===== config.mk =====
export PLATFORM = sky130hd
export DESIGN_NAME = clk_enable_ctrl
export DESIGN_NICKNAME = d
export VERILOG_FILES = /design/src/rtl/clk_enable_ctrl_pkg.sv /design/src/rtl/clk_step_counter.sv /design/src/rtl/clk_enable_ctrl.sv
export SDC_FILE = /design/constraint.sdc
export NUM_CORES = 1
export LEC_CHECK = 0
export ABC_CLOCK_PERIOD_IN_PS = 1900
export BUFFER_PORTS_ARGS = -buffer_cell sky130_fd_sc_hd__buf_2
export CORE_AREA = 2 2 57 59
export DETAILED_ROUTE_END_ITERATION = 8
export DIE_AREA = 0 0 59 61
export GPL_TIMING_DRIVEN = 1
export PLACE_DENSITY_LB_ADDON = 0.25
export RECOVER_POWER = 25
export SETUP_SLACK_MARGIN = 0.5
export SYNTH_ARGS = -nofsm -noshare
export SYNTH_HDL_FRONTEND = slang
export SYNTH_SLANG_ARGS = --single-unit

===== constraint.sdc =====
create_clock -name clk_in -period 1.9 [get_ports clk_in]
set_input_delay 0.095 -clock clk_in [delete_from_list [all_inputs] [get_ports clk_in]]
set_output_delay 0.095 -clock clk_in [all_outputs]
set_load 0.005 [all_outputs]

===== src/rtl/clk_enable_ctrl_pkg.sv =====
// Shared definitions for the run/halt/single-step clock-enable controller:
// command opcodes (also used by the control register block) and FSM states.
package clk_enable_ctrl_pkg;

    // cmd_op encodings
    localparam logic [1:0] OP_HALT    = 2'b00;
    localparam logic [1:0] OP_RUN     = 2'b01;
    localparam logic [1:0] OP_STEP    = 2'b10;
    localparam logic [1:0] OP_CLR_CNT = 2'b11;

    // Controller states
    typedef enum logic [1:0] {
        ST_HALTED   = 2'd0,
        ST_RUNNING  = 2'd1,
        ST_STEPPING = 2'd2
    } state_t;

endpackage


===== src/rtl/clk_step_counter.sv =====
// Loadable down-counter holding the number of enabled cycles left in a STEP.
// Priority: clear > load > dec. 'last' flags the final enabled cycle (count==1).
module clk_step_counter #(
    parameter int STEP_W = 16
) (
    input  logic              clk,
    input  logic              srst,
    input  logic              load,
    input  logic [STEP_W-1:0] load_val,
    input  logic              dec,
    input  logic              clear,
    output logic              last
);

    logic [STEP_W-1:0] count_reg;

    // Count register: clear on reset/abort, load on STEP accept, decrement per enabled step cycle
    always_ff @(posedge clk) begin
        if (srst || clear) begin
            count_reg <= '0;
        end else if (load) begin
            count_reg <= load_val;
        end else if (dec && (count_reg != '0)) begin
            count_reg <= count_reg - STEP_W'(1);
        end
    end

    assign last = (count_reg == STEP_W'(1));

endmodule


===== src/rtl/clk_enable_ctrl.sv =====
// Run/halt/single-step controller producing the registered clock-enable for
// the core-domain clock-gating buffer. Runs on the ungated source clock.
// Optional feature macro: CLK_ENABLE_CTRL_CYCLE_CNT_EN adds the enabled-cycle
// counter output cycle_count (CLR_CNT clears it; otherwise CLR_CNT is ignored).
module clk_enable_ctrl
    import clk_enable_ctrl_pkg::*;
#(
    parameter int STEP_W = 16,
    parameter int CNT_W  = 32
) (
    input  logic              clk_in,
    input  logic              reset,
    input  logic              cmd_valid,
    output logic              cmd_ready,
    input  logic [1:0]        cmd_op,
    input  logic [STEP_W-1:0] cmd_arg,
    input  logic              ext_halt,
    output logic              enable,
    output logic              halted,
    output logic              step_done
`ifdef CLK_ENABLE_CTRL_CYCLE_CNT_EN
    ,
    output logic [CNT_W-1:0]  cycle_count
`endif
);

    state_t state_reg;
    logic   cmd_accept;
    logic   cnt_load;
    logic   cnt_dec;
    logic   cnt_clear;
    logic   step_last;

    // Commands are refused during a step and whenever a halt is being requested
    assign cmd_ready  = !ext_halt && (state_reg != ST_STEPPING);
    assign cmd_accept = cmd_valid && cmd_ready;

    assign cnt_load  = cmd_accept && (cmd_op == OP_STEP) && (cmd_arg != '0);
    assign cnt_dec   = (state_reg == ST_STEPPING) && enable;
    assign cnt_clear = ext_halt;

    clk_step_counter #(
        .STEP_W (STEP_W)
    ) u_step_counter (
        .clk      (clk_in),
        .srst     (reset),
        .load     (cnt_load),
        .load_val (cmd_arg),
        .dec      (cnt_dec),
        .clear    (cnt_clear),
        .last     (step_last)
    );

    // Control FSM; enable/halted/step_done are registered alongside the state
    always_ff @(posedge clk_in) begin
        if (reset) begin
            state_reg <= ST_HALTED;
            enable    <= 1'b0;
            halted    <= 1'b1;
            step_done <= 1'b0;
        end else begin
            step_done <= 1'b0;
            if (ext_halt) begin
                // External halt wins over everything and aborts a step silently
                state_reg <= ST_HALTED;
                enable    <= 1'b0;
                halted    <= 1'b1;
            end else begin
                case (state_reg)
                    ST_HALTED, ST_RUNNING: begin
                        if (cmd_accept) begin
                            case (cmd_op)
                                OP_HALT: begin
                                    state_reg <= ST_HALTED;
                                    enable    <= 1'b0;
                                    halted    <= 1'b1;
                                end
                                OP_RUN: begin
                                    state_reg <= ST_RUNNING;
                                    enable    <= 1'b1;
                                    halted    <= 1'b0;
                                end
                                OP_STEP: begin
                                    if (cmd_arg != '0) begin
                                        state_reg <= ST_STEPPING;
                                        enable    <= 1'b1;
                                        halted    <= 1'b0;
                                    end else begin
                                        // Zero-length step completes immediately
                                        step_done <= 1'b1;
                                    end
                                end
                                OP_CLR_CNT: begin
                                    // Only touches the cycle counter
                                end
                            endcase
                        end
                    end
                    ST_STEPPING: begin
                        if (step_last) begin
                            state_reg <= ST_HALTED;
                            enable    <= 1'b0;
                            halted    <= 1'b1;
                            step_done <= 1'b1;
                        end
                    end
                    default: begin
                        state_reg <= ST_HALTED;
                        enable    <= 1'b0;
                        halted    <= 1'b1;
                    end
                endcase
            end
        end
    end

`ifdef CLK_ENABLE_CTRL_CYCLE_CNT_EN
    logic [CNT_W-1:0] cycle_count_reg;

    // Enabled-cycle counter; a clear in the same cycle as an increment yields 0
    always_ff @(posedge clk_in) begin
        if (reset || (cmd_accept && (cmd_op == OP_CLR_CNT))) begin
            cycle_count_reg <= '0;
        end else if (enable) begin
            cycle_count_reg <= cycle_count_reg + CNT_W'(1);
        end
    end

    assign cycle_count = cycle_count_reg;
`else
    // CNT_W only sizes the optional counter, which is absent in this build
    logic unused_cnt_cfg;
    assign unused_cnt_cfg = (CNT_W > 0);
`endif

endmodule


# Word-level counts from Yosys, hierarchy flattened
# Cells that the tools add are included.
# op_classes
add_sub_neg,1
n_mul,0
div_mod_pow,0
n_lt_le_gt_ge,0
eq_ne,10
shifts,0
n_mux,22
bitwise_logic,0
reduce_logical,16
# op_table
op,n
16-bit two-way mux,2
16-bit nonzero test,2
"16-bit by 1-bit equality test with 1-bit output, second input constant",1
"16-bit by 1-bit subtractor with 16-bit output, second input constant",1
1-bit two-way mux,10
1-bit logical AND,6
2-bit two-way mux,3
"2-bit inequality test, second input constant",3
1-bit case mux with 2 select lines,3
1-bit case mux with 3 select lines,2
2-bit case mux with 3 select lines,1
"2-bit by 1-bit equality test with 1-bit output, second input constant",2
"2-bit equality test, second input constant",2
2-bit zero test,2
"4-bit by 2-bit inequality test with 1-bit output, second input constant",1
2-bit case mux with 2 select lines,1
4-bit AND reduction,1
2-bit OR reduction,2
"3-bit inequality test, second input constant",1
2-bit nonzero test,1
1-bit zero test,1
1-bit logical OR,1
# word_totals
ff_bits,21
latchBits,0
ram_bits,0
mem_bits_ro,0
inputBits,22
out_inout_bits,4
wordCells,54
mem_count,0

# Depth between registers and ports, before layout
# logic_depth
ltp_word,6
depth_mapped,9
depth_no_buf,7

# By module
# From an unflattened synthesis, not the netlist that was laid out.
# unflattened
cells_unflattened,156
area_unflattened_um2,1323.8
# modules_own_cells
module,n_inst,cells_each,area_per_inst_um2,seq_area_each_um2
clk_step_counter,1,114,954.7,320.3
clk_enable_ctrl,1,42,369.1,100.1

# Least setup slack after synthesis
# No wires, ideal clock.
# synth_path
kind,flip-flop to flip-flop
startpoint,register u_step_counter.count_reg[0]
endpoint,register u_step_counter.count_reg[4]
arrival_time_ns,1.622
t_required_ns,1.776
slack_ns,0.154
stages_incl_launch_ff,10
period_less_slack_ns,1.746
cell_sequence,dfxtp_1 -> inv_1 -> ha_1 -> buf_2 -> nor3b_1 -> nand4_1 -> and2_1 -> buf_6 -> a311oi_1 -> nor3b_1
# synth_between
elab_chain_cells,3
# synth_rtl
item,line,rtl
start: declaration,clk_step_counter.sv:15,logic [STEP_W-1:0] count_reg;
start signal: assignment,clk_step_counter.sv:22,count_reg <= load_val;
start signal: assignment,clk_step_counter.sv:24,count_reg <= count_reg - STEP_W'(1);
16-bit by 1-bit subtractor with 16-bit output / 16-bit nonzero test (equally long branches),"clk_step_counter.sv:24, clk_step_counter.sv:23",
16-bit two-way mux / 1-bit logical AND (equally long branches),clk_step_counter.sv:23,end else if (dec && (count_reg != '0)) begin
16-bit two-way mux / 2-bit nonzero test (equally long branches),-,
# Parallel ways exist; a longest one is shown, timed or not. The select of a mux whose other input is x is not followed.
# A chain may end at the register's enable or synchronous reset.

# Final worst setup path
# layout_path
startpoint,register u_step_counter.count_reg[5]
endpoint,register u_step_counter.count_reg[9]
# The elaborated chain is that of the path after synthesis.

==> results.json <==
{
  "power_frac_comb_pct": 21.2,
  "drc": 0,
  "rr_worst_depth": 7,
  "period_share_pct": 92.95,
  "cp-startpoint": "u_step_counter.count_reg[5]",
  "grt_setup_unrepaired": "yes",
  "rrSetupSlack_ps": 130,
  "areaGrowthSynthToFinish_pct": 39.77,
  "critPathLaunchType": "flop",
  "power.leakage_nw": 0.6984,
  "hold_viol_final": 0,
  "antenna_found_initial": 0,
  "pwr-share-clk_pct": 26.5,
  "r2r-start": "u_step_counter.count_reg[5]",
  "critical_path_class": "flop to flop",
  "portBuffers": 25,
  "fill_cells": 233,
  "htreeDepth": 1,
  "mostFrequentLayoutCells": "buf_2, buf_4, a21oi_1",
  "drive_gt1_share_pct": 49.04,
  "grt-ovfl-total": 0,
  "power_frac_seq_pct": 52.4,
  "layout_commonest_cell": "buf_2",
  "powerDensity_mw_per_mm2": 437.0,
  "drtAntennaViolNets": 0,
  "final.setup.tns_ps": 0,
  "die-area_mm2": 0.003599,
  "nNetsFinal": 236,
  "ir_worst_vdd_v": 0.0003096,
  "wl_mm": 4.492,
  "synthDistinctLibCells": 51,
  "largest_reg_flops": 16,
  "synthesis.nets": 196,
  "final_core_util_pct": 66.27,
  "grt_max_degree": 21,
  "start_util_pct": 47.42,
  "end_kind": "flop",
  "die_w_um": 59,
  "numCtsBuffers": 3,
  "worstReg2RegEnd": "u_step_counter.count_reg[9]",
  "clock_sinks": 21,
  "fp.coreArea_mm2": 0.002953,
  "clockRootBuffer": "clkbuf_4",
  "required_ps": 2110,
  "worst_ep_arrival_time_ps": 1970,
  "ys_seq_elements": 21,
  "hold-path-endpoint": "u_step_counter.count_reg[14]",
  "slew-limit-headroom_pct": 60.58,
  "seqCellArea_um2": 450.4,
  "yosysWarnings": 0,
  "drt_pass1_iterations": 4,
  "synthCells": 169,
  "fin_crit_ps": 1766,
  "synthArstFlopShare_pct": 0,
  "hold_class": "input port to flop",
  "via_count": 1566,
  "setup_viol": 0,
  "wl_per_cell_um": 18.64,
  "pin_count": 26,
  "hpwl_mm": 2.834,
  "die_y_um": 61,
  "avgSynthCellArea_um2": 8.285,
  "fin_worst_skew_ps": 3.521,
  "grt_pass1_vias": 1521,
  "worstMarginPinSlew_ps": 589.1,
  "hold_buffers": 0,
  "cts_max_path_buffers": 2,
  "cp_max_fo": 4,
  "grt_usage_pct": 26.19,
  "gp_routability_congestion": 0.8605,
  "grt_pass1_wl_mm": 7.217,
  "switching_share_pct": 29.14,
  "vias_per_cell": 6.498,
  "clock_latency_ps": 310,
  "antenna_cells": 0,
  "synth_ff_type": "dfxtp_1",
  "maxCapViolCount": 0,
  "yosysSeqAreaShare_pct": 30.03,
  "drv_slew": 0,
  "totalPowerFinal_w": 0.0008552,
  "first_iter_violations": 82,
  "p_sw_w": 0.0002492,
  "multi_input_area_mm2": 0.001115,
  "whs_path_depth": 3,
  "worstHoldStart": "cmd_arg[14]",
  "fmax_mhz": 566.2,
  "rows": 20,
  "synth_area_mm2": 0.001400,
  "synth_edf_count": 0,
  "status": "complete, no violations",
  "cts_tree": "built",
  "path_clk_slew_ps": 120,
  "internal_power_w": 0.0006060
}
-- metal layers --
metal	up-vias	global-route usage (%)	routed length, µm
met5	-	0	0
met4	0	8.766	69
met3	8	2.132	186
met2	63	45.87	2281
met1	762	34.07	1955
li1	733	-	-
-- layout make-up --
class	instances	area share (%)
multi-input cells	130	56.97
flip-flops and latches	21	23.02
repair buffers	45	14.90
well taps	33	2.110
inverters	8	1.662
clock buffers	4	1.343
-- cells in the mapped netlist (4+ instances only) --
library cell  instances  area share (%)
inv_1                 8             2.1
clkbuf_1              4             1.1
buf_2                 4             1.4
nor3_1                5             1.8
nor2_1               11             2.9
nand4_1               6             2.7
a31oi_1               4             1.8
nand3_1               9             3.2
dfxtp_1              21              30
a21oi_1              13             4.6
ha_1                  5             4.5
o21ai_0               9             3.2
nor4_1                7             3.1
nand2_1               5             1.3
-- critical path, stage by stage (launching register included) --
cell	delay (ps)
dfxtp_4	390
nor4_4	320
buf_4	180
nand4_1	170
buf_6	190
a211oi_4	180
xnor2_1	150
a21oi_1	80
-- worst max-delay path by stage --
stage                                        end
floorplan            u_step_counter.count_reg[3]
global placement    u_step_counter.count_reg[13]
detailed placement   u_step_counter.count_reg[5]
CTS                                       enable
global route        u_step_counter.count_reg[13]
finish               u_step_counter.count_reg[9]
-- through the flow --
stage | std cells | cell area [µm²] | hold slack [ps] | worst slack, ps
after floorplan | 169 | 1464 | 217.6 | 280.3
after global placement | 219 | 1580 | 381.9 | 182.5
after detailed placement | 219 | 1580 | 391.5 | 46.34
after CTS | 239 | 1889 | 57.09 | 212.6
after global routing | 241 | 1957 | 72.42 | 76.68
final | 241 | 1957 | 85.65 | 133.9
-- cell families after synthesis --
kind of cell	share of synthesized area (%)
AO/OA/AOI/OAI	23.68
XOR/XNOR	1.877
adder cells (fa/ha/maj)	4.468
buffers and inverters	6.792
flip-flops	30.03
multiplexers	2.145
AND/OR/NAND/NOR	31.01
-- timing repair --
item / in CTS / in global routing
pin swaps: 19 / 10
setup buffers: 15 / 2
gates cloned: 1 / 0
gates resized for setup: 46 / 12
setup endpoints to repair: 21 / 21
hold endpoints to repair: 0 / 0
-- power groups by stage --
stage	clock network, W	registers (W)	logic, W
after detailed placement	0	0.000464	0.000123
final	0.000226	0.000448	0.000181
after global routing	0.000246	0.000449	0.000196
after floorplan	0	0.000461	0.0000791
after CTS	0.000232	0.000447	0.000165
after global placement	0	0.000464	0.000118
(Power assumes the default switching activity.)
